[src/rtl/locker.sv]
// Serial 4-digit password locker. It has a user password that can be changed,
// a fixed administrator password, lockout after three failures, and a
// 7-segment echo of the last digit taken.
module locker #(
    parameter logic [15:0] DEFAULT_PWD = 16'h0103,
    parameter logic [15:0] ADMIN_PWD   = 16'h0207
) (
    input  logic       CLK,
    input  logic       RST,
    input  logic [3:0] Code,
    input  logic       Mode,
    output logic       Unlock,
    output logic       Err,
    output logic       alert,
    output logic [6:0] digits
);

    logic        mode_q;
    logic [1:0]  idx;
    logic [1:0]  idx_eff;
    logic [11:0] cap;
    logic [15:0] pwd;
    logic [15:0] entry;
    logic [1:0]  fail_cnt;
    logic        ignore;
    logic        user_ok;
    logic        admin_ok;

    // Hex glyph for the 7-segment display, active-high, bit order {g,f,e,d,c,b,a}.
    function automatic logic [6:0] seg(input logic [3:0] d);
        logic [6:0] s;
        s = 7'b0000000;
        case (d)
            4'h0: s = 7'b0111111;
            4'h1: s = 7'b0000110;
            4'h2: s = 7'b1011011;
            4'h3: s = 7'b1001111;
            4'h4: s = 7'b1100110;
            4'h5: s = 7'b1101101;
            4'h6: s = 7'b1111101;
            4'h7: s = 7'b0000111;
            4'h8: s = 7'b1111111;
            4'h9: s = 7'b1101111;
            4'hA: s = 7'b1110111;
            4'hB: s = 7'b1111100;
            4'hC: s = 7'b0111001;
            4'hD: s = 7'b1011110;
            4'hE: s = 7'b1111001;
            4'hF: s = 7'b1110001;
            default: s = 7'b0000000;
        endcase
        return s;
    endfunction

    // A change of Mode restarts the sequence, so this digit becomes digit 1.
    // While locked out, set-mode digits are dropped completely.
    // The 4th digit is compared together with the three captured digits.
    always_comb begin
        idx_eff  = (Mode != mode_q) ? 2'd0 : idx;
        ignore   = !Mode && alert;
        entry    = {cap, Code};
        user_ok  = (entry == pwd);
        admin_ok = (entry == ADMIN_PWD);
    end

    // Digit capture, password compare or update, failure counting and lockout.
    always_ff @(posedge CLK) begin
        if (RST) begin
            mode_q   <= Mode;
            idx      <= 2'd0;
            cap      <= 12'h000;
            pwd      <= DEFAULT_PWD;
            fail_cnt <= 2'd0;
            Unlock   <= 1'b0;
            Err      <= 1'b0;
            alert    <= 1'b0;
            digits   <= seg(4'h0);
        end else begin
            mode_q <= Mode;
            if (ignore) begin
                idx <= 2'd0;
            end else begin
                digits <= seg(Code);
                idx    <= idx_eff + 2'd1;
                case (idx_eff)
                    2'd0: begin
                        cap[11:8] <= Code;
                        Unlock    <= 1'b0;
                        Err       <= 1'b0;
                    end
                    2'd1: cap[7:4] <= Code;
                    2'd2: cap[3:0] <= Code;
                    default: begin
                        if (!Mode) begin
                            pwd    <= entry;
                            Unlock <= 1'b0;
                            Err    <= 1'b0;
                        end else if (alert) begin
                            if (admin_ok) begin
                                Unlock   <= 1'b1;
                                Err      <= 1'b0;
                                alert    <= 1'b0;
                                fail_cnt <= 2'd0;
                            end else begin
                                Unlock <= 1'b0;
                                Err    <= 1'b1;
                            end
                        end else if (user_ok || admin_ok) begin
                            Unlock   <= 1'b1;
                            Err      <= 1'b0;
                            fail_cnt <= 2'd0;
                        end else begin
                            Unlock <= 1'b0;
                            Err    <= 1'b1;
                            if (fail_cnt != 2'd3) fail_cnt <= fail_cnt + 2'd1;
                            if (fail_cnt >= 2'd2) alert <= 1'b1;
                        end
                    end
                endcase
            end
        end
    end

endmodule

[config.mk]
export PLATFORM = sky130hd
export DESIGN_NAME = locker
export DESIGN_NICKNAME = d
export VERILOG_FILES = /design/src/rtl/locker.sv
export SDC_FILE = /design/constraint.sdc
export NUM_CORES = 1
export LEC_CHECK = 0
export ABC_CLOCK_PERIOD_IN_PS = 4450
export BUFFER_PORTS_ARGS = -buffer_cell sky130_fd_sc_hd__buf_4
export CORE_MARGIN = 2
export CORE_UTILIZATION = 38
export DETAILED_ROUTE_END_ITERATION = 12
export GPL_TIMING_DRIVEN = 0
export PLACE_DENSITY = 0.57
export RECOVER_POWER = 50
export SKIP_LAST_GASP = 1
export SYNTH_ARGS = -nofsm -noshare
export SYNTH_HDL_FRONTEND = slang
export SYNTH_SLANG_ARGS = --single-unit
[constraint.sdc]
create_clock -name CLK -period 4.45 [get_ports CLK]
set_input_delay 0.89 -clock CLK [delete_from_list [all_inputs] [get_ports CLK]]
set_output_delay 0.89 -clock CLK [all_outputs]
set_load 0.02 [all_outputs]
Word level (Yosys, flattened, before mapping)
Memory sizes are Yosys's and may differ from the RTL's. A register that Yosys moved wholly into a read port is not among the register bits.
Index checks and enable logic that the tools add are counted.
{"block": "totals", "romBits": 112, "reg_bits": 36, "output_inout_bits": 10, "n_memories": 1}
{"name": "(no name shown)", "words": 16, "word_bits": 7, "read_ports": 1, "rd_clocked_by_memory_dff": 1, "wr": 0, "line": "33", "rtl": "case (d)"}
{"block": "op_classes", "eq_ne": 7, "reduce_logical": 16, "magnitude_cmp": 1, "bitwise_logic": 4, "addsub": 2, "mux": 18}
{"cell": "$eq 16x10->1 const B", "n": 1}
{"cell": "$eq 16x16->1", "n": 1}
{"cell": "$mux 1", "n": 11}
{"cell": "$mux 2", "n": 5}
{"cell": "$reduce_and 2->1", "n": 4}
{"cell": "$reduce_and 3->1", "n": 2}
{"cell": "$reduce_and 5->1", "n": 1}
{"cell": "$add 2x1->2 const B", "n": 2}
{"cell": "$not 1->1", "n": 4}
{"cell": "$pmux 1 s2", "n": 2}
{"cell": "$reduce_or 2->1", "n": 2}
{"cell": "$reduce_bool 3->1", "n": 1}
{"cell": "$reduce_or 3->1", "n": 1}
{"cell": "$eq 2x1->1 const B", "n": 1}
{"cell": "$eq 2x2->1 const B", "n": 1}
{"cell": "$ge 2x2->1 const B", "n": 1}
{"cell": "$logic_not 1->1", "n": 2}
{"cell": "$logic_not 2->1", "n": 1}
{"cell": "$ne 2x1->1 const B", "n": 1}
{"cell": "$ne 2x2->1 const B", "n": 1}
{"cell": "$logic_and 1x1->1", "n": 1}
{"cell": "$logic_or 1x1->1", "n": 1}
{"cell": "$ne 1x1->1", "n": 1}

Logic depth before layout (Yosys ltp)
{"block": "depth", "word_depth": 6, "mapped_depth": 10, "depth_no_buf": 8}

Least setup slack after synthesis
No wires, ideal clock.
{"block": "synth_path", "path_kind": "input to register", "startpoint": "in Mode", "endpoint": "reg pwd[0]", "path_stages": 9, "arrival_time_ns": 2.354, "path_slack_ns": 1.955, "n_path_buf": 3, "cell_sequence": "buf_2 xnor2_1 and2_1 ha_1 or3b_1 buf_2 buf_4 nand2_1 o211ai_1"}
{"block": "synth_between", "elab_chain_cells": 6}
{"item": "from (decl)", "line": "11", "rtl": "input logic Mode,"}
{"item": "$ne 1x1->1", "line": "59", "rtl": "idx_eff = (Mode != mode_q) ? 2'd0 : idx;"}
{"item": "$mux 2", "line": "59"}
{"item": "$eq 2x2->1 (tied with other cells)", "line": "85", "rtl": "case (idx_eff)"}
{"item": "$reduce_or 3->1 (no line)"}
{"item": "$not 1->1 (no line)"}
{"item": "$reduce_and 3->1 (no line) *"}
{"item": "to (signal assigned)", "line": "95", "rtl": "pwd <= entry;"}
{"item": "to (decl)", "line": "22", "rtl": "logic [15:0] pwd;"}
Mark *: on every way between the ends. The rest lies on a longest branch, timed or not.
A chain may end at the register's enable or synchronous reset.

Worst setup path after layout
{"block": "layout_path", "startpoint": "in Mode", "endpoint": "reg pwd[1]"}
Same word-level chain as after synthesis.

==> results.yml <==
finish:
  instances_no_fill: 354
  final_area_um2: 2400
  antenna_cells: 0
  syn2layout_area_growth_pct: 12.3
  nets: 302
  filler_cell_count: 579
  final_cell_mix: "nand2_1, dfxtp_1, a21oi_1, clkbuf_1, nand3_1"
  drive_gt1_share_pct: 6.03
  final_common_cell: "nand2_1"
power:
  leakage_nw: 0.969
  pwr-share-comb_pct: 10.9
  peakVddDrop_mv: 0.182
  clkPwrFrac_pct: 38.6
  power.switching_mw: 0.200
  p_per_area_nw_per_um2: 338
  power_frac_seq_pct: 50.4
  p_sw_share_pct: 24.6
  intPower_mw: 0.612
  power_mw: 0.812
yosys:
  synth_top_area_cell: "dfxtp_1"
  synth_top_area_share_pct: 40.2
  synth_cell_types: 35
  synth-seq-cells: 43
  async_reset_ff_share_pct: 0
  ys_warn_count: 0
  yosys_most_used_dff: "dfxtp_1"
  synth-seq-area-share_pct: 40.2
  synth.top_cells.by_area: "dfxtp_1, nand2_1, a21oi_1, ha_1, xor2_1"
  syn_nets: 282
  synth_enable_flop_cells: 0
  synth_cells: 261
  syn_area_um2: 2140
  syn_avg_cell_area_um2: 8.21
detailed_routing:
  drt_iter0_drc: 92
  drtPass1Iterations: 4
  route.detailed.drc: 0
  antenna_left: 0
  vias: 1801
  via_per_inst: 5.09
  avgRoutedWirePerCell_um: 13.8
  drt_wl_total_um: 4890
critical_path:
  critPathBufInv: 4
  critical_path_class: "input pin to flip-flop"
  cp.arrival_ns: 2.83
  end_kind: "flip-flop"
  cp_slowest_cell: "or3b_1"
  crit_required_ns: 4.60
  crit_path_cell_trace: "clkbuf_4, clkbuf_1, xnor2_1, and2_0, ha_1, or3b_1, buf_2, buf_4, nand2_1, o211ai_1"
  critPathTopFamily: "buffers and inverters"
  cpPeakStageDelay_ns: 0.35
  path_max_fanout: 10
  start_kind: "input pin"
clock_tree:
  cts-root-buf: "clkbuf_8"
  h-tree-depth: 2
  cts.clk_slew.worst_paths_ns: 0.08
  cts_tree: "done"
  cts_sinks: 43
  post-cts-setup-buffers: 0
  clock_path_buffers: 2
  cts_inserted_buffers: 5
  cts.repair.resized: 0
  holdBufCountCts: 0
  worstSkewPairLatency_ns: 0.30
timing:
  finalSetupTns_ns: 0
  hold_violations: 0
  setup_viol: 0
  period_share_pct: 60.2
  fin_ws_ns: 1.77
  maxClockFrequency_mhz: 373
  relSlewSlack_pct: 64.2
  final_max_slew_viol_count: 0
  fin_crit_ns: 2.68
  rsz0062_at_grt: "no"
  skew_ns: 0.0108
  tightestPinTransition_ns: 0.538
global_route:
  grt_antenna_before_repair: 0
  grt_max_degree: 14
  grt_usage_pct: 17.3
  grt-ovfl-total: 0
  grt_pass1_wl_um: 8490
  grt_pass1_vias: 1781
floorplan:
  die_area_um2: 6250
  design.core.area_um2: 5470
  die_x_um: 79.1
  start_util_pct: 39.1
  die_h_um: 79.1
  ioPinCount: 17
  rows: 27
placed_design:
  dp_cells: 346
  numPortBuffers: 13
  dp_hpwl_um: 3580
  gp_congestion: 0.770
  place_area_um2: 2330
  post-place-ws_ns: 1.63
run_status:
  status: "finished clean"
job:
  drv_cap: 0
hold_path:
  hp-class: "flip-flop to flip-flop"
-- tightest hold or removal path, stage by stage (launching register included) --
cell     delay (ns)
dfxtp_1        0.32
nand2_1        0.05
nand2_1        0.04
-- Yosys cell counts (7+ instances only) --
cell / instances
inv_1: 8
a211oi_1: 7
nor4_1: 7
nand2_1: 58
dfxtp_1: 43
a21oi_1: 35
o211ai_1: 8
xor2_1: 16
ha_1: 14
clkbuf_1: 9
nand3_1: 17
nor2_1: 7
-- registers in the layout, indices dropped and copies added, names as in the netlist --
register	cells
Err	1
Unlock	1
alert	1
cap	12
digits	7
fail_cnt	2
idx	2
mode_q	1
pwd	16
-- cell families after synthesis --
group,after synthesis,synth area share (%)
multiplexers,2,1.69
XOR/XNOR,17,6.95
adder cells (fa/ha/maj),14,8.18
AND/OR/NAND/NOR,104,22.3
flip-flops,43,40.2
AO/OA/AOI/OAI,56,15.4
buffers and inverters,25,5.31
-- final timing paths --
kind,start,to,slack (ns),cells after the start
max,Mode,pwd[1],1.77,10
min,Err,Err,0.45,2
max reg2reg,mode_q,pwd[1],2.45,8
min reg2reg,Err,Err,0.45,2
-- layout make-up --
class / count / area, um^2 / share of cell area, %
Multi-Input combinational cell: 193 / 1170 / 48.5
Sequential cell: 43 / 861 / 35.8
Tap cell: 72 / 90.1 / 3.75
Clock buffer: 6 / 82.6 / 3.43
Buffer: 17 / 82.6 / 3.43
Timing Repair Buffer: 13 / 56.3 / 2.34
Clock inverter: 2 / 35.0 / 1.46
Inverter: 8 / 30.0 / 1.25
-- power groups by stage --
stage	registers (mW)	logic [mW]	clock network (mW)
finish	0.410	0.0887	0.314
global route	0.412	0.100	0.341
CTS	0.410	0.0941	0.326
detailed placement	0.419	0.0935	0
global placement	0.419	0.0940	0
floorplan	0.422	0.0593	0
-- per-layer routing --
metal / up-vias / global-route usage [%] / routed length, um
met2: 18 / 27.7 / 2370
li1: 938 / - / -
met5: - / 0 / 0
met4: 0 / 4.66 / 23
met3: 2 / 3.75 / 97
met1: 843 / 23.7 / 2400
-- per-stage QoR --
stage,hold WS (ns),utilization (%)
floorplan,0.448,-
CTS,0.455,44.7
detailed placement,0.443,42.6
global placement,0.438,42.6
global route,0.466,43.9
finish,0.450,43.9
Power figures use the tool's default switching activity.
